===== src/rtl/ibex_arb_pkg.sv =====
// Shared types for the instruction/data memory port arbiter:
// requester IDs, arbiter FSM states and a small ID helper.
package ibex_arb_pkg;

    typedef enum logic {
        ARB_ID_INSTR = 1'b0,
        ARB_ID_DATA  = 1'b1
    } arb_id_e;

    typedef enum logic {
        ARB_IDLE,
        ARB_LOCKED
    } arb_state_e;

    function automatic arb_id_e arb_other(arb_id_e id);
        return (id == ARB_ID_INSTR) ? ARB_ID_DATA : ARB_ID_INSTR;
    endfunction

endpackage


===== src/rtl/ibex_arb_id_fifo.sv =====
// In-order FIFO of requester IDs for accepted-but-unanswered transactions.
// Ports: push_i/push_id_i enqueue, pop_i dequeues, full_o/empty_o status,
// head_o is the oldest outstanding ID. Push when full / pop when empty ignored.
module ibex_arb_id_fifo
    import ibex_arb_pkg::*;
#(
    parameter int unsigned Depth = 2
) (
    input  logic    clk_i,
    input  logic    rst_i,
    input  logic    push_i,
    input  arb_id_e push_id_i,
    input  logic    pop_i,
    output logic    full_o,
    output logic    empty_o,
    output arb_id_e head_o
);

    localparam int unsigned PtrW = (Depth > 1) ? $clog2(Depth) : 1;
    localparam int unsigned CntW = $clog2(Depth + 1);

    arb_id_e         mem_q [Depth];
    logic [PtrW-1:0] wptr_q, wptr_d;
    logic [PtrW-1:0] rptr_q, rptr_d;
    logic [CntW-1:0] cnt_q, cnt_d;
    logic            push_en, pop_en;

    function automatic logic [PtrW-1:0] ptr_inc(logic [PtrW-1:0] p);
        return (p == PtrW'(Depth - 1)) ? '0 : p + 1'b1;
    endfunction

    assign full_o  = (cnt_q == CntW'(Depth));
    assign empty_o = (cnt_q == '0);
    assign head_o  = mem_q[rptr_q];
    assign push_en = push_i & ~full_o;
    assign pop_en  = pop_i & ~empty_o;

    always_comb begin
        wptr_d = push_en ? ptr_inc(wptr_q) : wptr_q;
        rptr_d = pop_en ? ptr_inc(rptr_q) : rptr_q;
        cnt_d  = cnt_q;
        if (push_en && !pop_en) begin
            cnt_d = cnt_q + CntW'(1);
        end else if (pop_en && !push_en) begin
            cnt_d = cnt_q - CntW'(1);
        end
    end

    always_ff @(posedge clk_i or posedge rst_i) begin
        if (rst_i) begin
            wptr_q <= '0;
            rptr_q <= '0;
            cnt_q  <= '0;
        end else begin
            wptr_q <= wptr_d;
            rptr_q <= rptr_d;
            cnt_q  <= cnt_d;
        end
    end

    always_ff @(posedge clk_i) begin
        if (push_en) begin
            mem_q[wptr_q] <= push_id_i;
        end
    end

endmodule


===== src/rtl/ibex_mem_port_arbiter.sv =====
// Shares one OBI req/gnt/rvalid memory port between the instruction and
// data interfaces: round-robin with address-phase locking, in-order response
// routing via an ID FIFO, sticky protocol_err_o on an unexpected rvalid.
// Ports: instr_* (read-only requester), data_* (read/write requester),
// mem_* (shared port). Define IBEX_ARB_PERF_CNT_EN for the stall counters.
module ibex_mem_port_arbiter
    import ibex_arb_pkg::*;
#(
    parameter int unsigned MaxOutstanding = 2,
    parameter int unsigned AddrWidth      = 32,
    parameter int unsigned DataWidth      = 32
) (
    input  logic                   clk_i,
    input  logic                   rst_i,
    input  logic                   instr_req_i,
    input  logic [AddrWidth-1:0]   instr_addr_i,
    output logic                   instr_gnt_o,
    output logic                   instr_rvalid_o,
    output logic [DataWidth-1:0]   instr_rdata_o,
    output logic                   instr_err_o,
    input  logic                   data_req_i,
    input  logic                   data_we_i,
    input  logic [DataWidth/8-1:0] data_be_i,
    input  logic [AddrWidth-1:0]   data_addr_i,
    input  logic [DataWidth-1:0]   data_wdata_i,
    output logic                   data_gnt_o,
    output logic                   data_rvalid_o,
    output logic [DataWidth-1:0]   data_rdata_o,
    output logic                   data_err_o,
    output logic                   mem_req_o,
    output logic                   mem_we_o,
    output logic [DataWidth/8-1:0] mem_be_o,
    output logic [AddrWidth-1:0]   mem_addr_o,
    output logic [DataWidth-1:0]   mem_wdata_o,
    input  logic                   mem_gnt_i,
    input  logic                   mem_rvalid_i,
    input  logic [DataWidth-1:0]   mem_rdata_i,
    input  logic                   mem_err_i,
    output logic                   protocol_err_o
`ifdef IBEX_ARB_PERF_CNT_EN
    ,
    output logic [31:0]            perf_instr_stall_o,
    output logic [31:0]            perf_data_stall_o
`endif
);

    arb_state_e state_q, state_d;
    arb_id_e    lock_id_q, lock_id_d;
    // rr_q is the requester that wins the next tie; every grant hands
    // priority to the other side, so the last-granted one loses ties.
    arb_id_e    rr_q, rr_d;
    logic       perr_q, perr_d;
    arb_id_e    sel, head;
    logic       sel_req, grant, pop;
    logic       fifo_full, fifo_empty;

    always_comb begin
        sel = rr_q;
        if (state_q == ARB_LOCKED) begin
            sel = lock_id_q;
        end else if (instr_req_i && !data_req_i) begin
            sel = ARB_ID_INSTR;
        end else if (data_req_i && !instr_req_i) begin
            sel = ARB_ID_DATA;
        end
    end

    assign sel_req = (sel == ARB_ID_DATA) ? data_req_i : instr_req_i;
    // Full is judged on registered occupancy only: no rvalid->req path.
    assign mem_req_o = sel_req & ~fifo_full & ~rst_i;
    assign grant     = mem_gnt_i & mem_req_o;

    assign instr_gnt_o = grant & (sel == ARB_ID_INSTR);
    assign data_gnt_o  = grant & (sel == ARB_ID_DATA);

    assign mem_addr_o  = (sel == ARB_ID_DATA) ? data_addr_i : instr_addr_i;
    assign mem_we_o    = (sel == ARB_ID_DATA) & data_we_i;
    assign mem_be_o    = (sel == ARB_ID_DATA) ? data_be_i : '1;
    assign mem_wdata_o = (sel == ARB_ID_DATA) ? data_wdata_i : '0;

    always_comb begin
        state_d   = state_q;
        lock_id_d = lock_id_q;
        unique case (state_q)
            ARB_IDLE: begin
                if (mem_req_o && !mem_gnt_i) begin
                    state_d   = ARB_LOCKED;
                    lock_id_d = sel;
                end
            end
            ARB_LOCKED: begin
                if (mem_gnt_i || !sel_req) begin
                    state_d = ARB_IDLE;
                end
            end
        endcase
    end

    assign rr_d   = grant ? arb_other(sel) : rr_q;
    assign pop    = mem_rvalid_i & ~fifo_empty;
    assign perr_d = perr_q | (mem_rvalid_i & fifo_empty);

    always_ff @(posedge clk_i or posedge rst_i) begin
        if (rst_i) begin
            state_q   <= ARB_IDLE;
            lock_id_q <= ARB_ID_INSTR;
            rr_q      <= ARB_ID_INSTR;
            perr_q    <= 1'b0;
        end else begin
            state_q   <= state_d;
            lock_id_q <= lock_id_d;
            rr_q      <= rr_d;
            perr_q    <= perr_d;
        end
    end

    ibex_arb_id_fifo #(
        .Depth(MaxOutstanding)
    ) u_id_fifo (
        .clk_i    (clk_i),
        .rst_i    (rst_i),
        .push_i   (grant),
        .push_id_i(sel),
        .pop_i    (mem_rvalid_i),
        .full_o   (fifo_full),
        .empty_o  (fifo_empty),
        .head_o   (head)
    );

    assign instr_rvalid_o = pop & (head == ARB_ID_INSTR);
    assign data_rvalid_o  = pop & (head == ARB_ID_DATA);
    assign instr_rdata_o  = mem_rdata_i;
    assign data_rdata_o   = mem_rdata_i;
    assign instr_err_o    = instr_rvalid_o & mem_err_i;
    assign data_err_o     = data_rvalid_o & mem_err_i;
    assign protocol_err_o = perr_q;

    lock_hold_a: assert property (
        @(posedge clk_i) disable iff (rst_i)
        (state_q == ARB_LOCKED) |-> sel_req
    );

`ifdef IBEX_ARB_PERF_CNT_EN
    logic [31:0] perf_instr_q, perf_data_q;

    always_ff @(posedge clk_i or posedge rst_i) begin
        if (rst_i) begin
            perf_instr_q <= '0;
            perf_data_q  <= '0;
        end else begin
            if (instr_req_i && !instr_gnt_o && perf_instr_q != '1) begin
                perf_instr_q <= perf_instr_q + 32'd1;
            end
            if (data_req_i && !data_gnt_o && perf_data_q != '1) begin
                perf_data_q <= perf_data_q + 32'd1;
            end
        end
    end

    assign perf_instr_stall_o = perf_instr_q;
    assign perf_data_stall_o  = perf_data_q;
`endif

endmodule


===== config.mk =====
export PLATFORM = sky130hd
export DESIGN_NAME = ibex_mem_port_arbiter
export DESIGN_NICKNAME = d
export VERILOG_FILES = /design/src/rtl/ibex_arb_pkg.sv /design/src/rtl/ibex_arb_id_fifo.sv /design/src/rtl/ibex_mem_port_arbiter.sv
export SDC_FILE = /design/constraint.sdc
export NUM_CORES = 1
export LEC_CHECK = 0
export ABC_CLOCK_PERIOD_IN_PS = 3000
export CAP_MARGIN = 20
export CORE_AREA = 2 2 109 111
export DETAILED_ROUTE_END_ITERATION = 12
export DIE_AREA = 0 0 111 113
export RECOVER_POWER = 25
export SLEW_MARGIN = 20
export SYNTH_ARGS = -nofsm -noshare
export SYNTH_HDL_FRONTEND = slang
export SYNTH_SLANG_ARGS = --single-unit

===== constraint.sdc =====
create_clock -name clk_i -period 3 [get_ports clk_i]
set_clock_uncertainty 0.15 [all_clocks]
set_input_delay 0.6 -clock clk_i [delete_from_list [all_inputs] [get_ports clk_i]]
set_output_delay 0.6 -clock clk_i [all_outputs]
set_load 0.005 [all_outputs]

==> key figures <==
Outcome
  • Status: finished, final reports clean

STA
  • Setup ws final: 0.0427 ns
  • Worst slew pin tran: 0.429 ns
  • Final setup vio count: 0
  • Fin crit period: 2.96 ns
  • FMAX: 0.338 GHz
  • Period utilisation layout: 98.6%
  • Final Hold Vio Count: 0
  • Final Max Slew Viols: 0
  • Setup TNS: 0 ns
  • Slew headroom: 71.2%

Worst setup path
  • Worst endpoint required time: 2.25 ns
  • Maximum fanout along the worst path: 9
  • Worst reg2reg path depth: 10
  • Largest delay contributor family on the critical path: buffers and inverters
  • Worst r2r dst: u_id_fifo.cnt_q[1]$_DFFE_PP0P_
  • CP Buf/Inv Count: 5
  • Worst EP arrival: 2.21 ns
  • Worst reg2reg setup slack: 1.00 ns
  • Worst path max stage delay: 0.49 ns
  • CP Cell Sequence: buf_2, maj3_2, o21ai_4, buf_12, buf_6, buf_16, and2_1, clkdlybuf4s50_1
  • Worst Setup End Kind: output port
  • Nature of the critical path startpoint: input port
  • Setup Crit Path Kind: input port to output port
  • Slowest-stage cell, CP: clkdlybuf4s50_1
  • Critical path depth in cells: 8
  • Worst R2R Start: u_id_fifo.cnt_q[1]$_DFFE_PP0P_

Cells and area
  • Fillers: 1162
  • Nets: 477
  • Final antenna diode count: 0
  • Non-filler cells, final: 478
  • Layout cells sized above 1: 16.1%
  • Area growth syn-to-layout: 119%

Hold path
  • HP Class: flop to flop
  • Worst Hold End: protocol_err_o$_DFF_PP0_
  • Hold wc startpoint: protocol_err_o$_DFF_PP0_
  • WHS Path Cells: 1

Floorplan
  • Die X: 111 µm
  • Die Y-Extent: 113 µm
  • FP Rows: 39
  • I/O pins: 281
  • Starting Density: 14.7%
  • Core area: 11300 µm²
  • Die ar.: 12500 µm²

Global routing
  • Total grt overflow: 0
  • First-pass GRT wire length: 10.8 mm
  • Antenna violations before repair: 0
  • Total track usage: 11.2%
  • Vias in the first global route: 1911
  • Largest net degree at the start of global routing: 20

Clock network
  • H-tree depth: 1
  • Insertion delay to the later sink of the worst-skew pair: 0.24 ns
  • CTS tree: built
  • Clock sinks: 10
  • Worst-path clk slew: 0.04 ns
  • Cts hold-fix bufs: 0
  • Clock root cell: clkbuf_16
  • CTS Buf Count: 3
  • Clk buf depth: 2

Yosys
  • Synthesized area per cell: 8.65 µm²
  • Synth Instances: 191
  • Yosys warns: 0
  • Mapped Area: 1650 µm²
  • Netlist cell types: 28
  • Syn nets: 332
  • FF+latch count, synth: 10
  • Sequential area share after synthesis: 15.8%

Routing
  • DRT Wirelength: 7.76 mm
  • DR iter-0 viols: 29
  • Via/cell ratio: 3.82
  • Initial DRT Pass Iterations: 4
  • Drt wl/cell: 16.2 µm
  • # DRC: 0
  • Vias post-DR: 1825
  • Final ANT Viol Nets: 0

Flow run
  • Max_cap viols: 0

Pwr
  • Psw: 0.651 mW
  • Clock network power share: 11.7%
  • Worst IR Drop VDD: 241 µV
  • Combinational fraction of design power: 76.7%
  • Sequential share of power: 11.5%
  • Sw Share: 31.7%
  • Cell area power density: 566 nW/µm²
  • Pleak: 1.70 nW
  • Pint: 1.40 mW

Place
  • GPL Wtd Cong: 0.727
  • DP Worst Slack: -0.499 ns
  • Buffers added on ports: 184
  • Detail Placement HPWL: 5.75 mm
  • Inst Count DP: 451
[cells in the final DEF, fill, tap and decap left out, drive strengths merged, types with 4 or more instances in the layout]
cell / count
clkdlybuf4s50: 125
dlygate4sd2: 41
and2: 34
mux2: 33
buf: 29
dlymetal6s2s: 13
dfrtp: 8
nor2: 7
clkbuf: 5
nand2: 4
inv: 4
nand2b: 4
[per-stage QoR]
step                      hold slack [ns]  utilization, %  total power [mW]  cell area [µm²]
after global routing                0.312            32.2              2.20             3620
after CTS                           0.308            31.4              2.06             3540
final                               0.307            32.2              2.05             3620
after global placement              0.290            28.4              1.49             3200
after floorplan                     0.266               -             0.828             1650
after detailed placement            0.299            28.4              1.50             3200
[timing repair]
action,4_1_cts,5_1_grt
pin swaps,1,3
setup buffers,17,2
gates resized for setup,75,16
endpoints found under the setup margin,71,24
gates cloned,3,2
[flip-flops by register name, summed over array words and instances, names as in the netlist]
signal            count
u_id_fifo.cnt_q       2
rr_q                  1
u_id_fifo.rptr_q      1
protocol_err_o        1
u_id_fifo.mem_q       2
lock_id_q             1
u_id_fifo.wptr_q      1
state_q               1
[metal layers]
| layer | share of wire [%] | up-vias | global-route usage, % |
|---|---|---|---|
| met5 | 0 | - | 0 |
| li1 | - | 840 | - |
| met1 | 38 | 809 | 12.3 |
| met3 | 10 | 37 | 2.89 |
| met4 | 3.5 | 0 | 4.92 |
| met2 | 49 | 139 | 20.4 |
[final cells by class]
type | count | area, µm² | area share [%]
sequential | 10 | 260 | 7.18
multi-input combinational | 105 | 866 | 23.9
timing repair buffer | 212 | 2230 | 61.4
clock inverter | 1 | 3.75 | 0.104
tap | 143 | 179 | 4.94
inverter | 4 | 15.0 | 0.414
clock buffer | 3 | 75.1 | 2.07
[how the worst max path moves through the flow]
stage	startpoint	endpoint	slack [ns]
3_3_place_gp	data_req_i	mem_addr_o[0]	-0.48
3_5_place_dp	data_req_i	mem_addr_o[1]	-0.50
4_1_cts	instr_req_i	mem_wdata_o[0]	-0.005
5_1_grt	instr_req_i	mem_addr_o[15]	-0.00002
6_report	instr_req_i	mem_wdata_o[10]	0.04
2_1_floorplan	data_req_i	mem_addr_o[13]	0.58
[cells in the mapped netlist]
master / number / area share [%]
buf_4: 65 / 30
and2_1: 34 / 13
mux2_1: 18 / 12
mux2_2: 15 / 10
dfrtp_1: 8 / 12
nor2_1: 7 / 1.6
inv_1: 4 / 0.91
nand2_1: 4 / 0.91
nand2b_1: 4 / 1.5
buf_6: 3 / 2.0
mux2i_1: 3 / 1.8
nor2b_1: 3 / 1.1
xnor2_1: 3 / 1.6
buf_2: 2 / 0.61
clkbuf_2: 2 / 0.61
edfxtp_1: 2 / 3.6
nor3_1: 2 / 0.61
xor2_1: 2 / 1.1
a21o_1: 1 / 0.45
and3_1: 1 / 0.38
and4b_1: 1 / 0.61
ha_1: 1 / 0.76
maj3_2: 1 / 0.68
nand3_1: 1 / 0.30
nor3b_1: 1 / 0.45
o21ai_1: 1 / 0.30
o21ai_2: 1 / 0.53
o21bai_1: 1 / 0.45
[power by group through the flow]
stage	sequential (mW)	combinational [mW]	clock, mW
finish	0.237	1.57	0.241
global route	0.244	1.70	0.251
CTS	0.236	1.58	0.246
detailed placement	0.238	1.26	0
global placement	0.236	1.25	0
floorplan	0.228	0.599	0
[logic make-up after synthesis]
family,Yosys count,share of synthesized area [%]
buf+inv,76,33.7
simple gates,58,20.4
mux,36,24.3
flops,10,15.8
xor+xnor,5,2.65
compound gates,4,1.74
fa+ha+maj,2,1.44
No activity file was read; power rests on OpenSTA's default activity.
